### config.mk
export PLATFORM = sky130hd
export DESIGN_NAME = fetch_decode_pipe
export DESIGN_NICKNAME = d
export VERILOG_FILES = /design/src/rtl/fetch_decode_pipe.sv
export SDC_FILE = /design/constraint.sdc
export NUM_CORES = 1
export LEC_CHECK = 0
export CAP_MARGIN = 20
export CORE_UTILIZATION = 43
export DETAILED_ROUTE_END_ITERATION = 8
export PLACE_DENSITY_LB_ADDON = 0.1
export SYNTH_ARGS = -nofsm -noshare
export SYNTH_HDL_FRONTEND = slang
export SYNTH_SLANG_ARGS = --single-unit
### constraint.sdc
create_clock -name clk -period 7.85 [get_ports clk]
set_clock_uncertainty 0.2 [all_clocks]
set_input_delay 1.57 -clock clk [delete_from_list [all_inputs] [get_ports clk]]
set_output_delay 1.57 -clock clk [all_outputs]
set_load 0.005 [all_outputs]
### src/rtl/fetch_decode_pipe.sv
// IF/ID pipeline stage: DEPTH-entry in-order buffer with valid/ready handshakes on both sides.
// A branch or jump flush empties the stage, and a bubble is driven on the outputs while it is empty.
module fetch_decode_pipe #(
    parameter int unsigned     XLEN     = 32,
    parameter int unsigned     DEPTH    = 2,
    parameter logic [XLEN-1:0] NOP_INST = '0,
    parameter int unsigned     CW       = $clog2(DEPTH + 1)
) (
    input  logic            clk,
    input  logic            reset,
    input  logic            b_taken,
    input  logic            jmp,
    input  logic            in_valid,
    output logic            in_ready,
    input  logic [XLEN-1:0] Inst,
    input  logic [XLEN-1:0] PC,
    output logic            out_valid,
    input  logic            out_ready,
    output logic [XLEN-1:0] out_Inst,
    output logic [XLEN-1:0] out_PC,
    output logic [CW-1:0]   occupancy,
    output logic            flush_drop
);

    localparam int unsigned PW = (DEPTH > 1) ? $clog2(DEPTH) : 1;

    if (DEPTH < 1 || DEPTH > 8) begin : g_bad_depth
        $error("fetch_decode_pipe: DEPTH must be in 1..8");
    end

    logic [XLEN-1:0] inst_mem [DEPTH];
    logic [XLEN-1:0] pc_mem   [DEPTH];

    logic [PW-1:0] wr_ptr_q, wr_ptr_d;
    logic [PW-1:0] rd_ptr_q, rd_ptr_d;
    logic [CW-1:0] count_q, count_d;
    logic          flush_drop_q, flush_drop_d;
    logic          flush, push, pop;

    // Pointers wrap at DEPTH, which need not be a power of two.
    function automatic logic [PW-1:0] ptr_inc(input logic [PW-1:0] p);
        return (p == PW'(DEPTH - 1)) ? '0 : p + PW'(1);
    endfunction

    assign in_ready  = (count_q < CW'(DEPTH));
    assign out_valid = (count_q != '0);
    assign flush     = b_taken | jmp;
    assign push      = in_valid & in_ready & ~flush;
    assign pop       = out_valid & out_ready & ~flush;

    always_comb begin
        wr_ptr_d     = wr_ptr_q;
        rd_ptr_d     = rd_ptr_q;
        count_d      = count_q;
        flush_drop_d = flush & ((count_q != '0) | (in_valid & in_ready));
        if (flush) begin
            wr_ptr_d = '0;
            rd_ptr_d = '0;
            count_d  = '0;
        end else begin
            if (push) wr_ptr_d = ptr_inc(wr_ptr_q);
            if (pop)  rd_ptr_d = ptr_inc(rd_ptr_q);
            if (push && !pop) begin
                count_d = count_q + CW'(1);
            end else if (pop && !push) begin
                count_d = count_q - CW'(1);
            end
        end
    end

    always_ff @(posedge clk or posedge reset) begin
        if (reset) begin
            wr_ptr_q     <= '0;
            rd_ptr_q     <= '0;
            count_q      <= '0;
            flush_drop_q <= 1'b0;
        end else begin
            wr_ptr_q     <= wr_ptr_d;
            rd_ptr_q     <= rd_ptr_d;
            count_q      <= count_d;
            flush_drop_q <= flush_drop_d;
        end
    end

    // Storage carries no reset; the outputs are masked whenever the stage is empty.
    always_ff @(posedge clk) begin
        if (push) begin
            inst_mem[wr_ptr_q] <= Inst;
            pc_mem[wr_ptr_q]   <= PC;
        end
    end

    assign out_Inst   = out_valid ? inst_mem[rd_ptr_q] : NOP_INST;
    assign out_PC     = out_valid ? pc_mem[rd_ptr_q] : '0;
    assign occupancy  = count_q;
    assign flush_drop = flush_drop_q;

endmodule

==> results of run 1 <==
-- where the power goes --
group / switching, uW / leakage [uW] / internal (uW)
Clock: 268 / 0.000288 / 527
Sequential: 5.30 / 0.00123 / 794
Combinational: 40.9 / 0.000828 / 63.7
Total: 314 / 0.00234 / 1390
-- final cells by class --
cell class                 instances  share of cell area
sequential                       133               0.549
timing repair buffer             143               0.199
multi-input combinational        150               0.144
clock buffer                      21              0.0608
tap                              143              0.0247
clock inverter                    11              0.0218
inverter                           3             0.00156
-- synth_stat cells --
| cell | count | share of area |
|---|---|---|
| edfxtp_1 | 128 | 0.76 |
| nor2_1 | 68 | 0.050 |
| mux2i_1 | 64 | 0.13 |
| buf_2 | 8 | 0.0079 |
| buf_4 | 5 | 0.0074 |
| dfrtp_1 | 5 | 0.025 |
| inv_1 | 3 | 0.0022 |
| nand2_1 | 2 | 0.0015 |
| nand2b_1 | 2 | 0.0025 |
| nor2b_1 | 2 | 0.0025 |
| nor3_1 | 2 | 0.0020 |
| o21ai_0 | 2 | 0.0020 |
| a21boi_0 | 1 | 0.0015 |
| a21o_1 | 1 | 0.0015 |
| a311oi_2 | 1 | 0.0030 |
| and3_1 | 1 | 0.0012 |
| buf_6 | 1 | 0.0022 |
| nand3b_1 | 1 | 0.0015 |
| nor4_1 | 1 | 0.0012 |
| xnor2_1 | 1 | 0.0017 |
| xor2_1 | 1 | 0.0017 |
-- state kept, by name, summed over array words and instances (netlist names) --
signal / count
inst_mem: 64
occupancy: 2
wr_ptr_q: 1
flush_drop: 1
pc_mem: 64
rd_ptr_q: 1
-- layer usage --
| metal | share of wire | global-route usage | vias up | wire, um |
|---|---|---|---|---|
| met5 | 0 | 0 | - | 0 |
| met4 | 0.0084 | 0.0667 | 0 | 80 |
| met3 | 0.073 | 0.0607 | 8 | 696 |
| met2 | 0.48 | 0.250 | 113 | 4520 |
| met1 | 0.44 | 0.203 | 1389 | 4170 |
| li1 | - | - | 1411 | - |
-- worst register-to-register path, stage by stage (launching register included) --
cell and delay, ps:
dfrtp_1 480, nor2b_1 250, and3_2 710, buf_4 550
-- through the flow --
step / util / setup WS (ps) / instances / total power, uW / hold slack (ps)
3_5_place_dp: 0.579 / 3610 / 572 / 920 / 436
5_1_grt: 0.631 / 3300 / 604 / 1760 / 469
3_3_place_gp: 0.577 / 3630 / 571 / 917 / 422
2_1_floorplan: - / 1940 / 300 / 847 / 356
6_report: 0.631 / 3510 / 604 / 1700 / 442
4_1_cts: 0.631 / 3440 / 604 / 1720 / 444
-- how the worst max path moves through the flow --
stage / slack, ps / cells past startpoint / to
2_1_floorplan: 1940 / 1 / inst_mem[0][0]
3_3_place_gp: 3630 / 4 / inst_mem[1][7]
3_5_place_dp: 3610 / 4 / inst_mem[1][7]
4_1_cts: 3440 / 4 / out_Inst[0]
5_1_grt: 3300 / 4 / out_Inst[31]
6_report: 3510 / 4 / out_Inst[31]
-- logic make-up (layout without fill, tap and decap cells) --
| kind of cell | after synthesis | in the layout | share of synthesized area |
|---|---|---|---|
| mux | 64 | 64 | 0.126 |
| flops | 133 | 133 | 0.781 |
| buf+inv | 17 | 178 | 0.0197 |
| simple gates | 79 | 79 | 0.0625 |
| xor+xnor | 2 | 2 | 0.00345 |
| compound gates | 5 | 5 | 0.00787 |
==> run metrics, run 1 <==
fin nets roughly 520; RSZ-0062 raised after global routing false; max-slew violations 0; area occupied by multi-input gates about 1000 sq um; CP endpoint kind primary output; Synth Register Bits 133; Slowest-stage cell, CP nor2_4; register area 3970 sq um; Wirelength per Cell about 16 um; die area roughly 12000 sq um; post-synth cell types 21; flop2flop setup slack approximately 5300 ps; drt first pass iters 4; GRT overflow 0; Root Buffer clkbuf_16; row cnt 39; DRT antenna net count 0; Max Freq 230 MHz; fillers roughly 880; cell count after synthesis 300; CORE AREA between 10000 and 15000 sq um; TNS Setup 0 ps; Crit path max-delay family buffers and inverters; WHS Endpoint wr_ptr_q; WL final 9.47 mm; buffers and inverters on the worst path 2; first-pass GRT wire length 15.0 mm; GRT Total Usage 0.161; Antenna Cells 0; share of cells above drive strength 1 0.0759; crit-path cells nor2_4 > buf_4 > nor2_1 > clkdlybuf4s50_1; Post-Syn Area around 5000 sq um; GPL Wtd Cong approximately 0.8; post-CTS setup buffers 0; CP Launch Point occupancy[0]; Synth warnings 0; minimum clock period 4340 ps; Mapped Avg Cell Area approximately 17 sq um; sequential area share after synthesis 0.781; cells resized by post-CTS repair 0; commonest non-fill, non-tap cells in the layout 138 x clkdlybuf4s50_1, 128 x edfxtp_1, 67 x nor2_1; slew margin rel. 0.504; CP arrival 2570 ps; initial core utilization 0.443; initial DRC count 157; Post-CTS Hold Buffers 0; drt via density ~4.8; # DRC 0; Die Y around 110 um; Hold Crit Depth 2; Syn Nets 370; DR vias 2921; initial antenna violation count 0; critical path class reg -> out; final hold violation count 0; design area a little over 7000 sq um; Die W about 110 um; worst-skew pair later-pin latency approximately 400 ps; leakage power 0.00234 uW; Hold Path Class reg -> reg; Peak VDD IR ~0.00013 V; final setup vio count 0; CTS buffer count 17; Max Cap Viol 0; PwrDens approximately 230 nW/um^2; worst-path maximum fanout 36; outcome completed; Worst setup SP type flop; IO Pins around 140; commonest non-fill, non-tap cell in the layout clkdlybuf4s50_1; post-DP HPWL 5.81 mm; Tcrit/Tclk final 0.553; Hold Path Origin wr_ptr_q; R2R cell count 3; Least-Margin Pin Slew 743 ps; largest net degree at the start of global routing 37; DP Area between 6000 and 7000 sq um; area grow syn2layout 42.4%; Worst R2R End inst_mem[1][10]; clock-pin transition on the worst setup and hold timing paths roughly 50 ps; TritonCTS clock tree built; critical path required time a little over 6000 ps; via count of the first global-routing pass a little under 3000; CTS Sinks roughly 130; Bufs on Longest Clock Path 2; slowest cell delay on critical path about 600 ps; Port Buffers approximately 140; R2R Path Start occupancy[1]; H-tree Lvls 4
Power figures use the tool's default switching activity.
==> run 2, diff against run 1 <==
- CORE_UTILIZATION: 43 -> 48
- clock period: 7.85 -> 4.55 ns (I/O delays scaled with it)
==> run metrics, run 2 (synthesized netlist as in run 1, its figures left out) <==
outcome completed; final worst setup slack ~860 ps; CP endpoint kind primary output; commonest non-fill, non-tap cell in the layout clkdlybuf4s50_1; initial antenna violation count 0; CTS buffer count 17; Bufs on Longest Clock Path 2; max-slew violations 0; GRT Total Usage 0.181; share of cells above drive strength 1 0.0887; Die Y roughly 100 um; Least-Margin Pin Slew around 870 ps; Tcrit/Tclk final 0.812; final setup vio count 0; Antenna Cells 0; via count of the first global-routing pass 2900; cells resized by post-CTS repair 0; Hold WS a little over 400 ps; fin nets roughly 520; TritonCTS clock tree built; DR vias slightly below 3000; WL final around 9.5 mm; Max Freq 271 MHz; largest net degree at the start of global routing 65; dpl ws 1350 ps; row cnt 37; area occupied by multi-input gates ~1000 sq um; DRT antenna net count 0; die area ~11000 sq um; M1 wire length approximately 4.0 mm; post-DP HPWL about 6 mm; worst-skew pair later-pin latency approximately 500 ps; drt first pass iters 4; slew margin rel. 0.419; fillers ~730; max layer used met4; GPL Wtd Cong about 0.75; GRT overflow 0; power consumption about 2800 uW; leakage power between 0.002 and 0.0025 uW; Core Util, Final 0.697; Peak VDD IR ~0.00030 V; Root Buffer clkbuf_8; CORE AREA roughly 10000 sq um; Die W about 100 um; # DRC 0; Port Buffers ~140; first-pass GRT wire length 14.8 mm; TNS Setup 0 ps; met3 wire len around 500 um; H-tree Lvls 4; Wirelength per Cell roughly 16 um; IO Pins 139; register area a little under 4000 sq um; Hold Path Class in -> async; PwrDens 388 nW/um^2; critical path required time 3440 ps; Max Cap Viol 0; initial DRC count about 130; CTS Sinks 133; met2 wire len between 4 and 5 mm; Worst setup SP type flop; commonest non-fill, non-tap cells in the layout 138 x clkdlybuf4s50_1, 128 x edfxtp_1, 67 x nor2_1; post-CTS setup buffers 0; area grow syn2layout 41.0%; clock-pin transition on the worst setup and hold timing paths ~60 ps; initial core utilization 0.495; drt via density between 4 and 5; minimum clock period around 3700 ps; final hold violation count 0; RSZ-0062 raised after global routing false; CP arrival 2580 ps; Post-CTS Hold Buffers 0; worst-path maximum fanout 44; critical path class reg -> out
-- run 2: changes by cell type in the layout (fill, tap and decap cells not counted), sizes merged --
| cell | delta |
|---|---|
| clkinvlp | +3 |
| clkinv | +1 |
| inv | +2 |
| clkbuf | -3 |
| buf | +1 |
| bufinv | -3 |
-- run 2: power by group --
| part | total (uW) | internal [uW] | switching, uW |
|---|---|---|---|
| logic | 179 | 110 | 69.3 |
| clock network | 1220 | 727 | 496 |
| registers | 1380 | 1370 | 11.0 |
-- run 2: layer usage --
layer	global-route usage	vias up
li1	-	1407
met1	0.222	1412
met2	0.305	98
met3	0.0443	14
met4	0.0805	0
met5	0	-
-- run 2: cell type report --
class,instances,share of cell area
Sequential cell,133,0.554
Timing Repair Buffer,144,0.199
Multi-Input combinational cell,150,0.145
Clock buffer,18,0.0583
Tap cell,136,0.0237
Clock inverter,14,0.0182
Inverter,3,0.00157
-- run 2: through the flow --
| stage | instances | area, sq um |
|---|---|---|
| floorplan | 300 | 5100 |
| global placement | 566 | 6620 |
| detailed placement | 566 | 6620 |
| CTS | 598 | 7170 |
| global route | 598 | 7170 |
| finish | 598 | 7170 |
-- run 2: final timing paths --
| check | from | to | slack (ps) | cells past startpoint |
|---|---|---|---|---|
| worst max-delay path | rd_ptr_q | out_PC[1] | 860 | 4 |
| worst min-delay path | reset | occupancy[1] | 400 | 2 |
| worst max register to register | occupancy[1] | inst_mem[1][5] | 2310 | 3 |
| worst min register to register | wr_ptr_q | wr_ptr_q | 470 | 2 |
| max in group asynchronous | reset | rd_ptr_q | 3540 | 2 |
| min in group clk | wr_ptr_q | wr_ptr_q | 470 | 2 |
-- run 2: worst max-delay path, cell delays in order (launching register included) --
cell and delay, ps:
dfrtp_4 950, buf_4 360, mux2i_1 250, nor2_1 60, clkdlybuf4s50_1 460
==> run 3, diff against run 2 <==
- clock period: 4.55 -> 3.5 ns (I/O delays scaled with it)
==> run metrics, run 3 (synthesized netlist as in run 1, its figures left out) <==
outcome completed; critical path class reg -> out; internal power about 3000 uW; initial antenna violation count 0; commonest non-fill, non-tap cell in the layout clkdlybuf4s50_1; Die Y ~100 um; logic gate share of total power 0.064; Worst setup SP type flop; Core Util, Final 0.703; slew margin rel. 0.594; # DRC 0; leakage power ~0.0023 uW; critical path required time ~2600 ps; row cnt 37; drt via density between 4 and 5; CTS buffer count 17; Wirelength per Cell between 15 and 20 um; largest net degree at the start of global routing 46; die area between 10000 and 15000 sq um; GPL Wtd Cong 0.776; via count of the first global-routing pass 2992; Hold Path Class in -> async; final hold violation count 0; Max Freq ~300 MHz; initial DRC count about 190; DR vias between 2000 and 3000; Post-CTS Hold Buffers 0; cells resized by post-CTS repair 0; Tcrit/Tclk final 0.926; sequential share of power 0.484; CP endpoint kind primary output; fillers roughly 700; max-slew violations 0; worst-skew pair later-pin latency approximately 500 ps; final setup vio count 0; Peak VDD IR ~0.00033 V; TritonCTS clock tree built; CTS Sinks around 130; DP Area approximately 6700 sq um; fin nets between 500 and 600; area occupied by multi-input gates about 1000 sq um; Root Buffer clkbuf_8; Clk pwr share 0.452; post-DP HPWL slightly above 6 mm; commonest non-fill, non-tap cells in the layout 138 x clkdlybuf4s50_1, 128 x edfxtp_1, 67 x nor2_1; clock-pin transition on the worst setup and hold timing paths approximately 60 ps; TNS Setup 0 ps; first-pass GRT wire length about 15 mm; IO Pins around 140; RSZ-0062 raised after global routing false; Die W 105 um; Max Cap Viol 0; Antenna Cells 0; minimum clock period 3240 ps; GRT overflow 0; drt first pass iters 5; Bufs on Longest Clock Path 2; Hold WS roughly 190 ps; Worst R2R End inst_mem[0][19]; H-tree Lvls 4; area grow syn2layout 42.1%; WL final slightly below 10 mm; initial core utilization 0.495; GRT Total Usage 0.184; CP arrival 2340 ps; worst-path maximum fanout 20; design area just over 7000 sq um; R2R Path Start occupancy[1]; P_sw approximately 740 uW; CORE AREA approximately 10000 sq um; Sw Share 0.201; PwrDens slightly above 500 nW/um^2; share of cells above drive strength 1 0.0946; DRT antenna net count 0; Port Buffers 138; R2R cell count 3; Least-Margin Pin Slew between 600 and 700 ps; register area approximately 4000 sq um; flop2flop setup slack approximately 1400 ps; post-CTS setup buffers 0
run 3: power groups by stage:
stage	combinational (uW)	sequential, uW	clock [uW]
6_report	237	1790	1670
5_1_grt	256	1790	1760
4_1_cts	241	1790	1700
3_5_place_dp	239	1820	0
3_3_place_gp	234	1820	0
2_1_floorplan	75.8	1820	0
run 3: worst max-delay path by stage:
stage,slack [ps],end,from
2_1_floorplan,20,inst_mem[0][0],in_valid
3_3_place_gp,780,out_Inst[31],rd_ptr_q
3_5_place_dp,750,inst_mem[1][18],in_valid
4_1_cts,240,out_Inst[31],rd_ptr_q
5_1_grt,130,out_Inst[13],rd_ptr_q
6_report,260,out_PC[27],rd_ptr_q
run 3: critical path, cell delays in order (launching register included):
cell and delay, ps:
dfrtp_4 650, buf_4 360, mux2i_1 120, nor2_1 160, clkdlybuf4s50_1 540
run 3: cell type report:
| cell class | instances | area share |
|---|---|---|
| Clock buffer | 20 | 0.0603 |
| Multi-Input combinational cell | 150 | 0.144 |
| Sequential cell | 133 | 0.550 |
| Timing Repair Buffer | 147 | 0.202 |
| Clock inverter | 12 | 0.0185 |
| Tap cell | 136 | 0.0236 |
| Inverter | 3 | 0.00156 |
run 3: per-stage QoR:
stage / setup slack, ps / cells / power, uW
3_5_place_dp: 755 / 569 / 2060
3_3_place_gp: 779 / 569 / 2060
4_1_cts: 243 / 601 / 3730
2_1_floorplan: 22.7 / 300 / 1900
5_1_grt: 133 / 601 / 3810
6_report: 259 / 601 / 3700
run 3: per-layer routing:
| layer | vias up | routed length (um) | GRT usage |
|---|---|---|---|
| li1 | 1411 | - | - |
| met1 | 1433 | 4240 | 0.237 |
| met2 | 92 | 4960 | 0.299 |
| met3 | 10 | 479 | 0.0512 |
| met4 | 0 | 97 | 0.0714 |
| met5 | - | 0 | 0 |
